--- config.mk ---
export PLATFORM = sky130hd
export DESIGN_NAME = exu_mdu_ctrl
export DESIGN_NICKNAME = d
export VERILOG_FILES = /design/src/rtl/exu_mdu_pkg.sv /design/src/rtl/exu_mdu_core.sv /design/src/rtl/exu_mdu_ctrl.sv
export SDC_FILE = /design/constraint.sdc
export NUM_CORES = 1
export LEC_CHECK = 0
export CORE_UTILIZATION = 65
export DETAILED_ROUTE_END_ITERATION = 10
export GPL_ROUTABILITY_DRIVEN = 0
export PLACE_DENSITY = 0.85
export SYNTH_ARGS = -nofsm -noshare
export SYNTH_HDL_FRONTEND = slang
export SYNTH_SLANG_ARGS = --single-unit
--- constraint.sdc ---
create_clock -name clk -period 13.8 [get_ports clk]
set_clock_uncertainty 0.05 [all_clocks]
set_input_delay 4.14 -clock clk [delete_from_list [all_inputs] [get_ports clk]]
set_output_delay 4.14 -clock clk [all_outputs]
set_load 0.01 [all_outputs]
--- src/rtl/exu_mdu_pkg.sv ---
// Shared types and helpers for the RV32M multiply/divide unit.
package exu_mdu_pkg;

    localparam int unsigned XLEN = 32;

    typedef enum logic [2:0] {
        OP_MUL    = 3'b000,
        OP_MULH   = 3'b001,
        OP_MULHSU = 3'b010,
        OP_MULHU  = 3'b011,
        OP_DIV    = 3'b100,
        OP_DIVU   = 3'b101,
        OP_REM    = 3'b110,
        OP_REMU   = 3'b111
    } mdu_op_t;

    typedef enum logic [1:0] {
        IDLE = 2'd0,
        CALC = 2'd1,
        DONE = 2'd2
    } mdu_state_t;

    function automatic logic is_div(input mdu_op_t op);
        return op[2];
    endfunction

    function automatic logic is_signed_rs1(input mdu_op_t op);
        case (op)
            OP_MULH, OP_MULHSU, OP_DIV, OP_REM: return 1'b1;
            default:                            return 1'b0;
        endcase
    endfunction

    function automatic logic is_signed_rs2(input mdu_op_t op);
        case (op)
            OP_MULH, OP_DIV, OP_REM: return 1'b1;
            default:                 return 1'b0;
        endcase
    endfunction

endpackage

--- src/rtl/exu_mdu_core.sv ---
// One iteration of the shared datapath: shift-add multiply or restoring divide.
// Accumulator is {hi, lo}; lo starts as multiplier/dividend, hi as zero.
module exu_mdu_core #(
    parameter int unsigned XLEN = 32
) (
    input  logic [2*XLEN-1:0] i_acc,
    input  logic [XLEN-1:0]   i_opnd,
    input  logic              i_div,
    output logic [2*XLEN-1:0] o_acc,
    output logic              o_qbit
);

    logic [XLEN:0] w_sum;
    logic [XLEN:0] w_shift;
    logic [XLEN:0] w_diff;

    always_comb begin
        w_sum   = {1'b0, i_acc[2*XLEN-1:XLEN]} + {1'b0, i_opnd};
        w_shift = {i_acc[2*XLEN-1:XLEN], i_acc[XLEN-1]};
        w_diff  = w_shift - {1'b0, i_opnd};
        o_qbit  = 1'b0;
        o_acc   = '0;
        if (i_div) begin
            // Remainder is always below the divisor, so a clear bit XLEN means no borrow.
            o_qbit = ~w_diff[XLEN];
            o_acc  = {(o_qbit ? w_diff[XLEN-1:0] : w_shift[XLEN-1:0]),
                      i_acc[XLEN-2:0], o_qbit};
        end else if (i_acc[0]) begin
            o_acc = {w_sum, i_acc[XLEN-1:1]};
        end else begin
            o_acc = {1'b0, i_acc[2*XLEN-1:1]};
        end
    end

endmodule

--- src/rtl/exu_mdu_ctrl.sv ---
// RV32M multiply/divide sequencer: handshake, FSM, iteration counter,
// sign fix-up, divide special-case fast path and result registers.
module exu_mdu_ctrl #(
    parameter int unsigned XLEN = exu_mdu_pkg::XLEN
) (
    input  logic            clk,
    input  logic            rst,
    input  logic            MDU_i_valid,
    output logic            MDU_i_ready,
    input  logic [2:0]      MDU_i_op,
    input  logic [XLEN-1:0] MDU_i_rs1_data,
    input  logic [XLEN-1:0] MDU_i_rs2_data,
    input  logic [4:0]      MDU_i_rd,
    input  logic            MDU_i_flush,
    output logic            MDU_o_valid,
    input  logic            MDU_o_ready,
    output logic [XLEN-1:0] MDU_o_result,
    output logic [4:0]      MDU_o_rd,
    output logic            MDU_o_busy
);
    import exu_mdu_pkg::*;

    localparam int unsigned CW = $clog2(XLEN);

    mdu_state_t          r_state, w_next;
    logic [CW-1:0]       r_cnt;
    mdu_op_t             r_op;
    logic [4:0]          r_rd;
    logic [2*XLEN-1:0]   r_acc;
    logic [XLEN-1:0]     r_opnd;
    logic                r_neg_q;
    logic                r_neg_r;
    logic [XLEN-1:0]     r_result;
    logic [4:0]          r_o_rd;

    mdu_op_t             w_op;
    logic                w_accept, w_last, w_fast, w_s1, w_s2;
    logic [XLEN-1:0]     w_mag1, w_mag2, w_fast_res, w_calc_res, w_quo, w_rem;
    logic [2*XLEN-1:0]   w_step, w_prod;
    logic                w_qbit;

    exu_mdu_core #(.XLEN(XLEN)) u_core (
        .i_acc  (r_acc),
        .i_opnd (r_opnd),
        .i_div  (is_div(r_op)),
        .o_acc  (w_step),
        .o_qbit (w_qbit)
    );

    always_comb begin
        w_op     = mdu_op_t'(MDU_i_op);
        w_accept = MDU_i_valid & MDU_i_ready & ~MDU_i_flush;
        w_last   = (r_cnt == CW'(XLEN-1));
        w_s1     = is_signed_rs1(w_op) & MDU_i_rs1_data[XLEN-1];
        w_s2     = is_signed_rs2(w_op) & MDU_i_rs2_data[XLEN-1];
        w_mag1   = w_s1 ? -MDU_i_rs1_data : MDU_i_rs1_data;
        w_mag2   = w_s2 ? -MDU_i_rs2_data : MDU_i_rs2_data;
        // Divide-by-zero and signed overflow bypass the iteration entirely.
        w_fast   = is_div(w_op) &&
                   ((MDU_i_rs2_data == '0) ||
                    (is_signed_rs1(w_op) && MDU_i_rs1_data == {1'b1, {(XLEN-1){1'b0}}} &&
                     MDU_i_rs2_data == '1));
        if (MDU_i_rs2_data == '0)
            w_fast_res = w_op[1] ? MDU_i_rs1_data : '1;
        else
            w_fast_res = w_op[1] ? '0 : MDU_i_rs1_data;
    end

    always_comb begin
        w_prod = r_neg_q ? -w_step : w_step;
        w_quo  = r_neg_q ? -w_step[XLEN-1:0] : w_step[XLEN-1:0];
        w_rem  = r_neg_r ? -w_step[2*XLEN-1:XLEN] : w_step[2*XLEN-1:XLEN];
        case (r_op)
            OP_MUL:                       w_calc_res = w_prod[XLEN-1:0];
            OP_MULH, OP_MULHSU, OP_MULHU: w_calc_res = w_prod[2*XLEN-1:XLEN];
            OP_DIV, OP_DIVU:              w_calc_res = w_quo;
            default:                      w_calc_res = w_rem;
        endcase
    end

    always_ff @(posedge clk) begin
        if (rst) r_state <= IDLE;
        else     r_state <= w_next;
    end

    always_comb begin
        w_next = r_state;
        case (r_state)
            IDLE: if (w_accept) w_next = w_fast ? DONE : CALC;
            CALC: begin
                if (MDU_i_flush) w_next = IDLE;
                else if (w_last) w_next = DONE;
            end
            DONE: if (MDU_i_flush || MDU_o_ready) w_next = IDLE;
            default: w_next = IDLE;
        endcase
    end

    always_comb begin
        MDU_i_ready  = (r_state == IDLE);
        MDU_o_busy   = (r_state != IDLE);
        MDU_o_valid  = (r_state == DONE);
        MDU_o_result = r_result;
        MDU_o_rd     = r_o_rd;
    end

    always_ff @(posedge clk) begin
        if (rst) begin
            r_cnt   <= '0;
            r_op    <= OP_MUL;
            r_rd    <= '0;
            r_acc   <= '0;
            r_opnd  <= '0;
            r_neg_q <= 1'b0;
            r_neg_r <= 1'b0;
        end else if (w_accept) begin
            r_cnt   <= '0;
            r_op    <= w_op;
            r_rd    <= MDU_i_rd;
            r_acc   <= {{XLEN{1'b0}}, w_mag1};
            r_opnd  <= w_mag2;
            r_neg_q <= w_s1 ^ w_s2;
            r_neg_r <= w_s1;
        end else if (r_state == CALC) begin
            r_cnt <= r_cnt + 1'b1;
            r_acc <= w_step;
        end
    end

    always_ff @(posedge clk) begin
        if (rst) begin
            r_result <= '0;
            r_o_rd   <= '0;
        end else if (w_accept && w_fast) begin
            r_result <= w_fast_res;
            r_o_rd   <= MDU_i_rd;
        end else if (r_state == CALC && w_last && !MDU_i_flush) begin
            r_result <= w_calc_res;
            r_o_rd   <= r_rd;
        end
    end

endmodule

==> results of run 1 <==
[flip-flops by register name (all words and copies together) (netlist names)]
| register | cells |
|---|---|
| MDU_o_rd | 5 |
| MDU_o_result | 32 |
| r_acc | 64 |
| r_cnt | 5 |
| r_neg_q | 1 |
| r_neg_r | 1 |
| r_op | 3 |
| r_opnd | 32 |
| r_rd | 5 |
| r_state | 2 |
[worst min path at each step]
| stage | from | end | slack [ns] | cells past startpoint |
|---|---|---|---|---|
| detailed placement | r_rd[4] | r_rd[4] | 0.40 | 2 |
| global route | r_rd[2] | r_rd[2] | 0.43 | 2 |
| CTS | r_rd[4] | r_rd[4] | 0.41 | 2 |
| global placement | r_rd[3] | r_rd[3] | 0.39 | 2 |
| finish | r_rd[2] | r_rd[2] | 0.42 | 2 |
| floorplan | r_rd[0] | r_rd[0] | 0.39 | 2 |
[metal layers]
metal,vias to the layer above,track usage,part of all wire
li1,8212,-,-
met3,330,0.182,0.16
met4,0,0.264,0.060
met2,1439,0.666,0.40
met5,-,0,0
met1,8465,0.586,0.37
[power by group]
part / internal [mW] / leakage [nW] / switching, mW
sequential: 0.451 / 1.22 / 0.0317
clock: 0.270 / 0.286 / 0.213
combinational: 0.199 / 4.92 / 0.364
total: 0.920 / 6.43 / 0.609
[cell type report]
cell class	count	area (µm²)
multi-input combinational	1863	11900
clock buffer	19	433
clock inverter	13	149
fill	1954	6130
tap	319	399
timing repair buffer	137	1320
inverter	80	300
sequential	150	3010
[worst max-delay path, delay by kind of cell]
| family | cells | cell delay (ns) |
|---|---|---|
| buf+inv | 2 | 0.84 |
| simple gates | 8 | 2.44 |
| compound gates | 4 | 0.83 |
[cells by family after synthesis]
group           share of synthesized area
mux                                0.0414
flops                               0.190
compound gates                      0.297
simple gates                        0.247
fa+ha+maj                          0.0739
xor+xnor                           0.0946
buf+inv                            0.0565
[synthesized netlist by cell type, drive strengths merged, types with 25 or more instances]
cell / number / area [µm²]
a211oi: 90 / 681
a21oi: 226 / 1150
a31oi: 26 / 178
buf: 29 / 174
clkbuf: 112 / 420
dfxtp: 150 / 3000
ha: 71 / 888
inv: 77 / 289
mux2i: 52 / 521
nand2: 256 / 961
nand3: 42 / 215
nand4: 32 / 200
nor2: 260 / 978
nor3: 70 / 365
o211ai: 25 / 198
o21ai: 131 / 659
o31ai: 26 / 200
or3: 27 / 174
xnor2: 90 / 788
xor2: 81 / 709
==> key figures, run 1 <==
Status
  • Outcome: complete, but fails checks
  • Failing checks: design-rule violations

Final layout
  • Share of layout cells above drive strength 1: 0.0531
  • Final nets: 2,399
  • Final core utilization: 0.741
  • Area growth from synthesis to layout: 10.9%
  • Most common cell after layout, fill and taps aside: nor2_1
  • Post-route cell area: 17,600 µm²
  • N_diodes: 0
  • Commonest non-fill, non-tap cells in the layout: nor2_1 (259), nand2_1 (256), a21oi_1 (222)
  • Non-filler cells, final: 2,581

Routing
  • Via Count: 18.4k
  • Routed len/inst: 22.3 µm
  • Via-to-Cell Ratio: 7.15
  • Drt first-iter violations: 2,774
  • Pre-antenna DRT Iters: 11
  • Residual DRC: 3
  • Antenna viol nets, final: 0
  • Post-Route WL: 57.7 mm

Timing
  • Final count of negative-setup-slack endpoints: 0
  • Setup TNS: 0 ns
  • Hold Vio Cnt, Final: 0
  • Final WS setup: 5.76 ns
  • Tmin final: 8.04 ns
  • Final period util: 0.583
  • Slew Viols, Final: 0
  • Hold_ws: 0.416 ns
  • Slew headroom: 0.233
  • Worst-Margin Slew: 1.15 ns
  • Max frequency: 124 MHz
  • RSZ-0062 raised after global routing: false

Die
  • IO Pins: 117
  • Chip Width: 158 µm
  • Core area: 23,700 µm²
  • Starting density of the core: 0.668
  • Row count: 56
  • Die area: 25,000 µm²
  • Die Ht: 158 µm

CTS
  • CTS tree: done
  • Reg clk slew, reported paths: 0.07 ns
  • H-tree levels: 4
  • CTS buffer count: 17
  • Clock Latency Late Sink: 0.44 ns
  • Post_cts resized: 0
  • Setup Buffers After CTS: 0
  • Root Driver: clkbuf_16
  • CTS Hold Bufs: 0
  • Max clock buf depth: 2
  • CTS Sinks: 150

Power and ir drop
  • Tot Pwr: 1.53 mW
  • Lkg Pwr: 6.43 nW
  • Power Dens Cells: 87.1 nW/µm²
  • Peak supply drop: 0.0700 mV

Worst setup path
  • Slowest stage cell, crit path: clkdlybuf4s50_1
  • CP arrival: 8.27 ns
  • CP startpoint kind: input port
  • WP data required: 14.03 ns
  • Worst-path fanout max: 27
  • Worst reg2reg path depth: 19
  • Worst R2R End: MDU_o_result[30]
  • CP Cell Sequence: clkdlybuf4s50_1 -> nor3_1 -> nand3b_1 -> or2_2 -> nor3_1 -> nand4_1 -> nor3_2 -> buf_4 -> nor2_1 -> nor2_1 -> o21ai_0 -> a221o_1 -> a21oi_1 -> a2111oi_2
  • Reg-to-Reg Start: r_opnd[21]
  • Kind of end point of the critical path: flip-flop
  • WS Path Type: input port to flip-flop
  • Worst path max stage delay: 0.50 ns
  • R2R setup slack: 7.12 ns
  • Critical Path Sink: MDU_o_result[27]
  • Critical Path Start: MDU_i_rs2_data[2]

Place
  • DP Worst Slack: 5.50 ns
  • Placed insts: 2,549
  • Detailed Place HPWL: 42.7 mm
  • Placed inst area: 17,000 µm²
  • Port Buffer Count: 116

Logic synthesis
  • Syn Inst Count: 2,234
  • Count of cell types in the netlist: 107
  • Post-Syn Nets: 2,384
  • Syn Std Cell Area: 15,800 µm²
  • Register area share after synthesis: 0.190
  • Synthesis Warnings: 0
  • Post-synth EDFFs: 0
  • Number of register bits inferred by synthesis: 150
  • Ys async rst share: 0
  • Syn Area/Cell: 7.08 µm²
  • Synth Flop Type: dfxtp_1

GRT
  • Initial antenna violation count: 1
  • First-pass GRT wire length: 89.6 mm
  • GRT Total Usage: 0.464
  • GR Overflow Total: 0
  • Vias in the first global route: 16.6k
  • Largest net degree at the start of global routing: 82

Flow run
  • Max-cap violation count: 0

Min path
  • Hold Path Class: flip-flop to flip-flop
Power figures use the tool's default switching activity.
==> inputs of run 2 (changes only) <==
--- a/config.mk
+++ b/config.mk
@@ -5,10 +5,10 @@
 export SDC_FILE = /design/constraint.sdc
 export NUM_CORES = 1
 export LEC_CHECK = 0
-export CORE_UTILIZATION = 65
+export CORE_UTILIZATION = 61
 export DETAILED_ROUTE_END_ITERATION = 10
 export GPL_ROUTABILITY_DRIVEN = 0
-export PLACE_DENSITY = 0.85
+export PLACE_DENSITY = 0.81
 export SYNTH_ARGS = -nofsm -noshare
 export SYNTH_HDL_FRONTEND = slang
 export SYNTH_SLANG_ARGS = --single-unit
==> constraint.sdc (replaced) <==
create_clock -name clk -period 7.8 [get_ports clk]
set_clock_uncertainty 0.05 [all_clocks]
set_input_delay 2.34 -clock clk [delete_from_list [all_inputs] [get_ports clk]]
set_output_delay 2.34 -clock clk [all_outputs]
set_load 0.01 [all_outputs]
==> key figures, run 2 (same netlist as run 1, synthesis figures left out) <==
Timing
  • RSZ-0062 raised after global routing: false
  • Slew headroom: 0.233 (about the same)
  • Final period util: 0.821
  • Tmin final: 6.41 ns
  • Final count of negative-setup-slack endpoints: 0 (unchanged)
  • Setup TNS: 0 ns (unchanged)
  • Final WS setup: 1.39 ns (-4.36 ns)
  • Slew Viols, Final: 0 (unchanged)
  • Worst-Margin Slew: 1.15 ns (-0.000301 ns)
  • Hold Vio Cnt, Final: 0 (unchanged)
  • Max frequency: 156 MHz

GRT
  • First-pass GRT wire length: 89.8 mm (+0.25%)
  • GRT Total Usage: 0.431 (-0.0326)
  • GR Overflow Total: 0 (unchanged)
  • Largest net degree at the start of global routing: 82 (unchanged)
  • Initial antenna violation count: 0 (-1)
  • Vias in the first global route: 16.4k (-1.1%)

CTS
  • CTS Hold Bufs: 0 (unchanged)
  • Reg clk slew, reported paths: 0.07 ns (about the same)
  • Root Driver: clkbuf_16
  • CTS tree: done
  • Post_cts resized: 0 (unchanged)
  • CTS buffer count: 17 (unchanged)
  • H-tree levels: 4 (unchanged)
  • Clock Latency Late Sink: 0.45 ns (about the same)
  • CTS Sinks: 150 (unchanged)
  • Max clock buf depth: 2 (unchanged)
  • Setup Buffers After CTS: 0 (unchanged)

Place
  • DP Worst Slack: 1.16 ns (-4.34 ns)
  • Port Buffer Count: 116 (unchanged)
  • Detailed Place HPWL: 43.1 mm (+0.80%)

Min path
  • Hold Path Class: flip-flop to flip-flop

Final layout
  • Commonest non-fill, non-tap cells in the layout: nor2_1 (259), nand2_1 (256), a21oi_1 (222)
  • Largest register FFs: 64 (unchanged)
  • Final nets: 2,403 (+0.17%)
  • Largest reg by FF count: r_acc
  • Share of layout cells above drive strength 1: 0.0547 (+0.00167)
  • Most common cell after layout, fill and taps aside: nor2_1
  • Area growth from synthesis to layout: 11.7%

Die
  • IO Pins: 117 (unchanged)
  • Starting density of the core: 0.625 (-0.0434)
  • Chip Width: 163 µm (+3.2%)
  • Core area: 25,300 µm² (+6.9%)
  • Row count: 58 (+3.6%)
  • Die area: 26,600 µm² (+6.5%)
  • Die Ht: 163 µm (+3.2%)

Routing
  • Via Count: 18.0k (-2.2%)
  • Routed len/inst: 22.2 µm (-0.77%)
  • Post-Route WL: 57.6 mm (-0.11%)
  • Pre-antenna DRT Iters: 8 (-3)
  • Drt first-iter violations: 2,612 (-5.8%)
  • Antenna viol nets, final: 0 (unchanged)
  • Via-to-Cell Ratio: 6.95 (-2.8%)
  • Residual DRC: 0 (-3)

Power and ir drop
  • Peak supply drop: 0.119 mV (+70%)
  • Power Dens Cells: 159 nW/µm² (+82%)
  • Lkg Pwr: 6.48 nW (+0.87%)

Flow run
  • Max-cap violation count: 0 (unchanged)

Worst setup path
  • WS Path Type: input port to flip-flop
  • CP startpoint kind: input port
  • WP data required: 8.05 ns (-5.98 ns)
  • Worst-path fanout max: 27 (unchanged)
  • CP arrival: 6.65 ns (-1.62 ns)
  • Kind of end point of the critical path: flip-flop

Status
  • Outcome: finished clean
-- run 2: changes by cell type in the layout (fill, tap and decap cells not counted), sizes merged --
cell,delta
buf,+4
bufinv,+3
clkbuf,+2
clkinv,-2
diode,+2
inv,-2
clkinvlp,-1
-- run 2: final cells by class --
| type | count | area [µm²] |
|---|---|---|
| inverters | 80 | 300 |
| flip-flops and latches | 150 | 3010 |
| well taps | 330 | 413 |
| diodes | 2 | 5.00 |
| clock buffers | 21 | 460 |
| multi-input cells | 1863 | 11900 |
| fillers | 2126 | 7650 |
| clock inverters | 11 | 195 |
| repair buffers | 141 | 1350 |
-- run 2: critical path, cell delays in order --
cell and delay [ns]:
clkdlybuf4s50_1 0.51, nor3_1 0.29, nand3b_1 0.14, or2_2 0.32, nor3_1 0.51, nand4_1 0.40, nor3_2 0.26, buf_4 0.34
o21bai_1 0.40, buf_4 0.31, nand2_1 0.28, o22ai_1 0.16, nor4_1 0.38
-- run 2: per-stage QoR --
step                      hold slack [ns]  instance area, µm²  utilization  cells  total power [mW]
after floorplan                     0.387               15800            -   2234              1.53
after global placement              0.394               17000        0.672   2564              1.79
after detailed placement            0.401               17000        0.672   2564              1.81
after CTS                           0.410               17700        0.698   2596              2.75
after global routing                0.431               17700        0.698   2596              2.90
final                               0.411               17700        0.698   2598              2.80
-- run 2: path summary, 6_finish.rpt --
kind / startpoint / to / slack, ns / cells after the start
max: MDU_i_rs2_data[2] / MDU_o_result[17] / 1.39 / 13
min: r_rd[3] / r_rd[3] / 0.41 / 2
max reg2reg: r_opnd[23] / MDU_o_result[30] / 1.47 / 19
min reg2reg: r_rd[3] / r_rd[3] / 0.41 / 2
-- run 2: power breakdown --
| part | leakage (nW) | internal (mW) | total (mW) | switching [mW] |
|---|---|---|---|---|
| sequential | 1.22 | 0.798 | 0.853 | 0.0551 |
| combinational | 4.94 | 0.354 | 0.991 | 0.637 |
| clock | 0.322 | 0.588 | 0.960 | 0.372 |
-- run 2: metal layers --
layer | GRT usage | part of all wire | routed length (µm) | vias up
met5 | 0 | 0 | 0 | -
met1 | 0.578 | 0.39 | 22500 | 8315
li1 | - | - | - | 8218
met4 | 0.201 | 0.050 | 2910 | 0
met2 | 0.638 | 0.42 | 24100 | 1265
met3 | 0.116 | 0.14 | 8080 | 247
